$ cat config.mk
export PLATFORM = sky130hd
export DESIGN_NAME = burst_read_fsm
export DESIGN_NICKNAME = d
export VERILOG_FILES = /design/src/rtl/burst_read_fsm.sv
export SDC_FILE = /design/constraint.sdc
export NUM_CORES = 1
export LEC_CHECK = 0
export CAP_MARGIN = 30
export CORE_ASPECT_RATIO = 0.9
export CORE_UTILIZATION = 35
export CTS_BUF_LIST = sky130_fd_sc_hd__clkbuf_16
export CTS_CLUSTER_SIZE = 24
export DETAILED_ROUTE_END_ITERATION = 16
export GPL_TIMING_DRIVEN = 0
export PLACE_DENSITY_LB_ADDON = 0.08
export SYNTH_ARGS = -nofsm -noshare
export SYNTH_HDL_FRONTEND = slang
export SYNTH_SLANG_ARGS = --single-unit
export TNS_END_PERCENT = 10
$ cat constraint.sdc
create_clock -name clk -period 4 [get_ports clk]
set_clock_uncertainty 0.1 [all_clocks]
set_input_delay 0.8 -clock clk [delete_from_list [all_inputs] [get_ports clk]]
set_output_delay 0.8 -clock clk [all_outputs]
set_load 0.02 [all_outputs]
$ cat src/rtl/burst_read_fsm.sv
// Burst read controller: issues rd strobes per beat, honours slave wait states,
// pulses ds on completion. Optional WAIT timeout abort gated by BURST_READ_FSM_TIMEOUT_EN.
module burst_read_fsm #(
    parameter int unsigned LEN_W   = 4,
    parameter int unsigned TIMEOUT = 15
) (
    input  logic             clk,
    input  logic             rst_n,
    input  logic             go,
    input  logic [LEN_W-1:0] burst_len,
    input  logic             ws,
    output logic             rd,
    output logic             ds,
    output logic             err,
    output logic             busy,
    output logic [LEN_W-1:0] beat_cnt
);

    localparam logic [2:0] S_IDLE = 3'd0;
    localparam logic [2:0] S_READ = 3'd1;
    localparam logic [2:0] S_WAIT = 3'd2;
    localparam logic [2:0] S_DONE = 3'd3;
    localparam logic [2:0] S_ERR  = 3'd4;

    if (TIMEOUT < 1 || TIMEOUT > 255) begin : g_bad_timeout
        $error("burst_read_fsm: TIMEOUT must be in 1..255");
    end

    logic [2:0]       state, state_nxt;
    logic [LEN_W-1:0] len_q, len_nxt;
    logic [LEN_W-1:0] cnt_nxt;

`ifdef BURST_READ_FSM_TIMEOUT_EN
    localparam int unsigned WAIT_W = 8;
    logic [WAIT_W-1:0] wait_q, wait_nxt;
`endif

    // Next-state, length capture and beat/wait counting
    always_comb begin
        state_nxt = state;
        len_nxt   = len_q;
        cnt_nxt   = beat_cnt;
`ifdef BURST_READ_FSM_TIMEOUT_EN
        wait_nxt  = wait_q;
`endif
        case (state)
            S_IDLE: begin
                if (go && (burst_len != '0)) begin
                    state_nxt = S_READ;
                    len_nxt   = burst_len;
                    cnt_nxt   = '0;
`ifdef BURST_READ_FSM_TIMEOUT_EN
                    wait_nxt  = '0;
`endif
                end
            end
            S_READ: state_nxt = S_WAIT;
            S_WAIT: begin
                if (!ws) begin
                    cnt_nxt   = beat_cnt + LEN_W'(1);
                    state_nxt = (cnt_nxt == len_q) ? S_DONE : S_READ;
`ifdef BURST_READ_FSM_TIMEOUT_EN
                    wait_nxt  = '0;
                end else if (wait_q == WAIT_W'(TIMEOUT)) begin
                    state_nxt = S_ERR;
                end else begin
                    wait_nxt  = wait_q + WAIT_W'(1);
`endif
                end
            end
            S_DONE:  state_nxt = S_IDLE;
            S_ERR:   state_nxt = S_IDLE;
            default: begin
                // Illegal encoding: recover to IDLE with every output cleared
                state_nxt = S_IDLE;
                cnt_nxt   = '0;
            end
        endcase
    end

    // State, captured length and registered Moore outputs decoded from next state
    always_ff @(posedge clk or negedge rst_n) begin
        if (!rst_n) begin
            state    <= S_IDLE;
            len_q    <= '0;
            beat_cnt <= '0;
            rd       <= 1'b0;
            ds       <= 1'b0;
            busy     <= 1'b0;
        end else begin
            state    <= state_nxt;
            len_q    <= len_nxt;
            beat_cnt <= cnt_nxt;
            rd       <= (state_nxt == S_READ) || (state_nxt == S_WAIT);
            ds       <= (state_nxt == S_DONE);
            busy     <= (state_nxt != S_IDLE);
        end
    end

`ifdef BURST_READ_FSM_TIMEOUT_EN
    always_ff @(posedge clk or negedge rst_n) begin
        if (!rst_n) begin
            wait_q <= '0;
            err    <= 1'b0;
        end else begin
            wait_q <= wait_nxt;
            err    <= (state_nxt == S_ERR);
        end
    end
`else
    assign err = 1'b0;
`endif

endmodule

==> metrics.txt <==
# TYPE chip_impl_metric gauge
chip_impl_info{name="crit_family",value="simple AND/OR/NAND/NOR gates"} 1
chip_impl_metric{name="critical_path.max_fanout",unit=""} 2
chip_impl_metric{name="register_area_share_after_synthesis",unit="%"} 51.5
chip_impl_metric{name="detailedRoute.firstIterationViolations",unit=""} 3
chip_impl_metric{name="post_synth.cell_area_avg",unit="um^2"} 12.4
chip_impl_metric{name="p_leak",unit="nW"} 0.424
chip_impl_metric{name="insertedDiodeCount",unit=""} 0
chip_impl_metric{name="drive_gt1_share",unit="%"} 17.6
chip_impl_metric{name="antenna_found_initial",unit=""} 0
chip_impl_metric{name="first_global_vias",unit=""} 454
chip_impl_metric{name="synth_simple_gate_area_share",unit="%"} 16.9
chip_impl_metric{name="antenna_left",unit=""} 0
chip_impl_metric{name="netlist_instances",unit=""} 55
chip_impl_metric{name="ctsResizeCount",unit=""} 0
chip_impl_info{name="crit_path_cell_trace",value="clkdlybuf4s50_1, or4_4, nor3b_1, o22a_1, a31oi_1"} 1
chip_impl_info{name="tritoncts",value="done"} 1
chip_impl_metric{name="post_drt_via_cell_ratio",unit=""} 4.79
chip_impl_metric{name="final.hold.worst_slack",unit="ns"} 0.431
chip_impl_metric{name="gr-usage-all-layers",unit="%"} 13.9
chip_impl_metric{name="total_power_density_per_cell_area",unit="mW/mm^2"} 504
chip_impl_metric{name="critical_path.n_buffers_inverters",unit=""} 1
chip_impl_metric{name="critical_path_required",unit="ns"} 4.06
chip_impl_metric{name="relSlewSlack",unit="%"} 56.9
chip_impl_metric{name="r2r_slack",unit="ns"} 2.29
chip_impl_metric{name="numPortBuffers",unit=""} 14
chip_impl_metric{name="postCtsHoldBufs",unit=""} 0
chip_impl_metric{name="setup_total_negative_slack",unit="ns"} 0
chip_impl_metric{name="die_width",unit="um"} 48.5
chip_impl_info{name="worstSetupPathType",value="in -> reg"} 1
chip_impl_metric{name="final-hold-violation-count",unit=""} 0
chip_impl_info{name="grt_setup_unrepaired",value="no"} 1
chip_impl_info{name="worst_r2r_endpoint",value="len_q[1]"} 1
chip_impl_metric{name="ctsLongestPathBuffers",unit=""} 2
chip_impl_metric{name="maxSlewViolCount",unit=""} 0
chip_impl_metric{name="filler_cell_count",unit=""} 159
chip_impl_info{name="synth_top_family_by_area",value="simple AND/OR/NAND/NOR gates"} 1
chip_impl_metric{name="dr.pass1.iters",unit=""} 2
chip_impl_metric{name="wire_length_of_the_first_global_routing_pass",unit="mm"} 2.15
chip_impl_metric{name="starting_density_of_the_core",unit="%"} 38.9
chip_impl_metric{name="die_h",unit="um"} 43.8
chip_impl_metric{name="placer_congestion_estimate",unit=""} 0.770
chip_impl_metric{name="design.portCount",unit=""} 16
chip_impl_metric{name="vdd_ir_drop_max",unit="mV"} 0.318
chip_impl_metric{name="post-place-cells",unit=""} 94
chip_impl_metric{name="worst-path-stages",unit=""} 5
chip_impl_metric{name="routed-via-count",unit=""} 469
chip_impl_metric{name="design.die.area",unit="mm^2"} 0.00213
chip_impl_info{name="worst_setup_path_startpoint",value="burst_len[1]"} 1
chip_impl_metric{name="globalRouteOverflowTotal",unit=""} 0
chip_impl_metric{name="muxShareOfSynthArea",unit="%"} 6.62
chip_impl_metric{name="worst_pin_slew",unit="ns"} 0.644
chip_impl_info{name="min_path_type",value="reg -> reg"} 1
chip_impl_metric{name="synthDistinctLibCells",unit=""} 27
chip_impl_metric{name="fraction_of_the_mapped_netlist_area_in_compound_gates",unit="%"} 10.5
chip_impl_metric{name="insertion_delay",unit="ns"} 0.24
chip_impl_metric{name="postCtsSetupBuffers",unit=""} 0
chip_impl_info{name="synth_largest_area_cell",value="sky130_fd_sc_hd__dfrtp_1"} 1
chip_impl_metric{name="clk_transition_reported_paths",unit="ns"} 0.05
chip_impl_info{name="yosys-top-cells-area",value="sky130_fd_sc_hd__dfrtp_1 (51%), sky130_fd_sc_hd__mux2_2 (6.6%), sky130_fd_sc_hd__xnor2_1 (3.9%)"} 1
chip_impl_metric{name="final_std_cells_w_o_fill",unit=""} 98
chip_impl_metric{name="arrival",unit="ns"} 2.34
chip_impl_metric{name="wl_per_cell",unit="um"} 11.8
chip_impl_metric{name="drc_errors",unit=""} 0
chip_impl_metric{name="critPathMaxStageDelay",unit="ns"} 0.54
chip_impl_metric{name="drv.max_cap_violation_count",unit=""} 0
chip_impl_metric{name="final_min_period_over_clock_period",unit="%"} 57.1
chip_impl_metric{name="min_path_cells",unit=""} 1
chip_impl_metric{name="wl",unit="mm"} 1.16
chip_impl_info{name="min_delay_endpoint",value="len_q[0]"} 1
chip_impl_metric{name="report.final.setup_viol",unit=""} 0
chip_impl_info{name="ctsRootBufferMaster",value="sky130_fd_sc_hd__clkbuf_16"} 1
chip_impl_info{name="critical_register_to_register_path_startpoint",value="state[0]"} 1
chip_impl_metric{name="finalWorstPathRequiredPeriod",unit="ns"} 2.28
chip_impl_metric{name="fin_ws",unit="ns"} 1.72
chip_impl_metric{name="clock_tree.htree_level_count",unit=""} 1
chip_impl_metric{name="clkSinkCount",unit=""} 14
chip_impl_metric{name="grt_start_max_net_pins",unit=""} 15
chip_impl_metric{name="worst_r2r_path_depth",unit=""} 3
chip_impl_info{name="timing.critical_path.slowest_stage_cell",value="sky130_fd_sc_hd__or4_4"} 1
chip_impl_metric{name="achievable-frequency",unit="GHz"} 0.438
chip_impl_metric{name="total_power",unit="mW"} 0.470
chip_impl_metric{name="num_rows",unit=""} 14
chip_impl_metric{name="synth_xor_xnor_area_share",unit="%"} 9.93
chip_impl_metric{name="areaGrowthSynthToFinish",unit="%"} 37.1
chip_impl_info{name="worst_setup_path_start_kind",value="primary input"} 1
chip_impl_metric{name="post_synthesis_sequential_element_count",unit=""} 14
chip_impl_metric{name="synth-adder-area-share",unit="%"} 1.84
chip_impl_metric{name="synthesis.yosys.warnings",unit=""} 0
chip_impl_metric{name="core-area",unit="mm^2"} 0.00175
chip_impl_info{name="outcome",value="finished clean"} 1
chip_impl_metric{name="syn-cell-area",unit="um^2"} 681
chip_impl_metric{name="place_hpwl",unit="um"} 873
chip_impl_metric{name="synthDominantCellAreaShare",unit="%"} 51.5
chip_impl_metric{name="finalNetCount",unit=""} 84
chip_impl_metric{name="pre_cts_ws",unit="ns"} 1.48
chip_impl_info{name="hold_path_startpoint",value="len_q[0]"} 1
chip_impl_metric{name="inserted_clock_buffers",unit=""} 3
chip_impl_info{name="endpoint_kind",value="flop"} 1
## per-stage QoR
stage / util, % / instance area, um^2
detailed placement: 48.8 / 855
floorplan: - / 684
finish: 53.3 / 933
global placement: 48.8 / 855
global route: 53.3 / 933
CTS: 53.3 / 933
## metal layers
metal	vias up	part of all wire [%]	GRT usage (%)
li1	231	-	-
met1	227	49	19.0
met2	11	45	20.0
met3	0	5.8	6.32
met4	0	0	3.53
met5	-	0	0
## sequential cells by signal (all words and copies together) (netlist names)
name,cells
state,3
ds,1
len_q,4
busy,1
rd,1
beat_cnt,4
## layout by cell type (no fill, tap or decap), types with 2 or more instances in the layout
master                             n
sky130_fd_sc_hd__a21oi_1           4
sky130_fd_sc_hd__a22o_1            2
sky130_fd_sc_hd__clkbuf_16         3
sky130_fd_sc_hd__clkdlybuf4s50_1  14
sky130_fd_sc_hd__conb_1            2
sky130_fd_sc_hd__dfrtp_1          14
sky130_fd_sc_hd__inv_1             2
sky130_fd_sc_hd__mux2_2            4
sky130_fd_sc_hd__nor2_1            3
sky130_fd_sc_hd__nor2b_1           2
sky130_fd_sc_hd__or2_2             2
sky130_fd_sc_hd__xnor2_1           3
sky130_fd_sc_hd__xor2_1            2
## synth_stat cells, drive strengths merged
cell,number
conb,1
nand3,1
and2,1
buf,1
xor3,1
o21bai,1
nor3b,2
o21ai,1
nor4b,1
nand4,1
inv,2
o22a,1
a21oi,4
or2,2
ha,1
xnor2,3
o22ai,1
xor2,2
dfrtp,14
or4,1
a22o,2
mux2,4
nor2b,2
a31oi,1
nand2b,1
nor2,3
## layout make-up
type                       count  area (um^2)  share of cell area, %
tap                           24         30.0                   3.22
multi-input combinational     39          319                   34.2
buffer                         1         7.51                  0.804
sequential                    14          350                   37.5
timing repair buffer          14          140                   15.0
clock buffer                   3         75.1                   8.04
inverter                       2         7.51                  0.804
clock inverter                 1         3.75                  0.402
## worst max-delay path by stage
stage | endpoint | slack, ns
after floorplan | beat_cnt[2] | 1.99
after global placement | beat_cnt[2] | 1.47
after detailed placement | beat_cnt[2] | 1.48
after CTS | beat_cnt[2] | 1.72
after global routing | beat_cnt[0] | 1.67
final | beat_cnt[2] | 1.72
## worst reg2reg max path: cells and delay by family (launching register included)
kind | cells | cell delay, ns
and+or+nand+nor | 2 | 0.72
DFF | 1 | 0.39
muxes | 1 | 0.38
## where the power goes
group          leakage, nW  switching (mW)  internal (mW)
clock network       0.0385          0.0529          0.132
logic                0.206          0.0442         0.0584
registers            0.180          0.0202          0.163
total                0.424           0.117          0.353
## cell families (layout without fill, tap and decap cells)
| kind of cell | after synthesis | count (layout) |
|---|---|---|
| compound gates | 11 | 11 |
| xor+xnor | 6 | 6 |
| fa+ha+maj | 1 | 1 |
| buf+inv | 3 | 21 |
| flops | 14 | 14 |
| mux | 4 | 4 |
| other cells | 1 | 2 |
| simple gates | 15 | 15 |
Note: power is estimated with default switching activity, not from simulation.
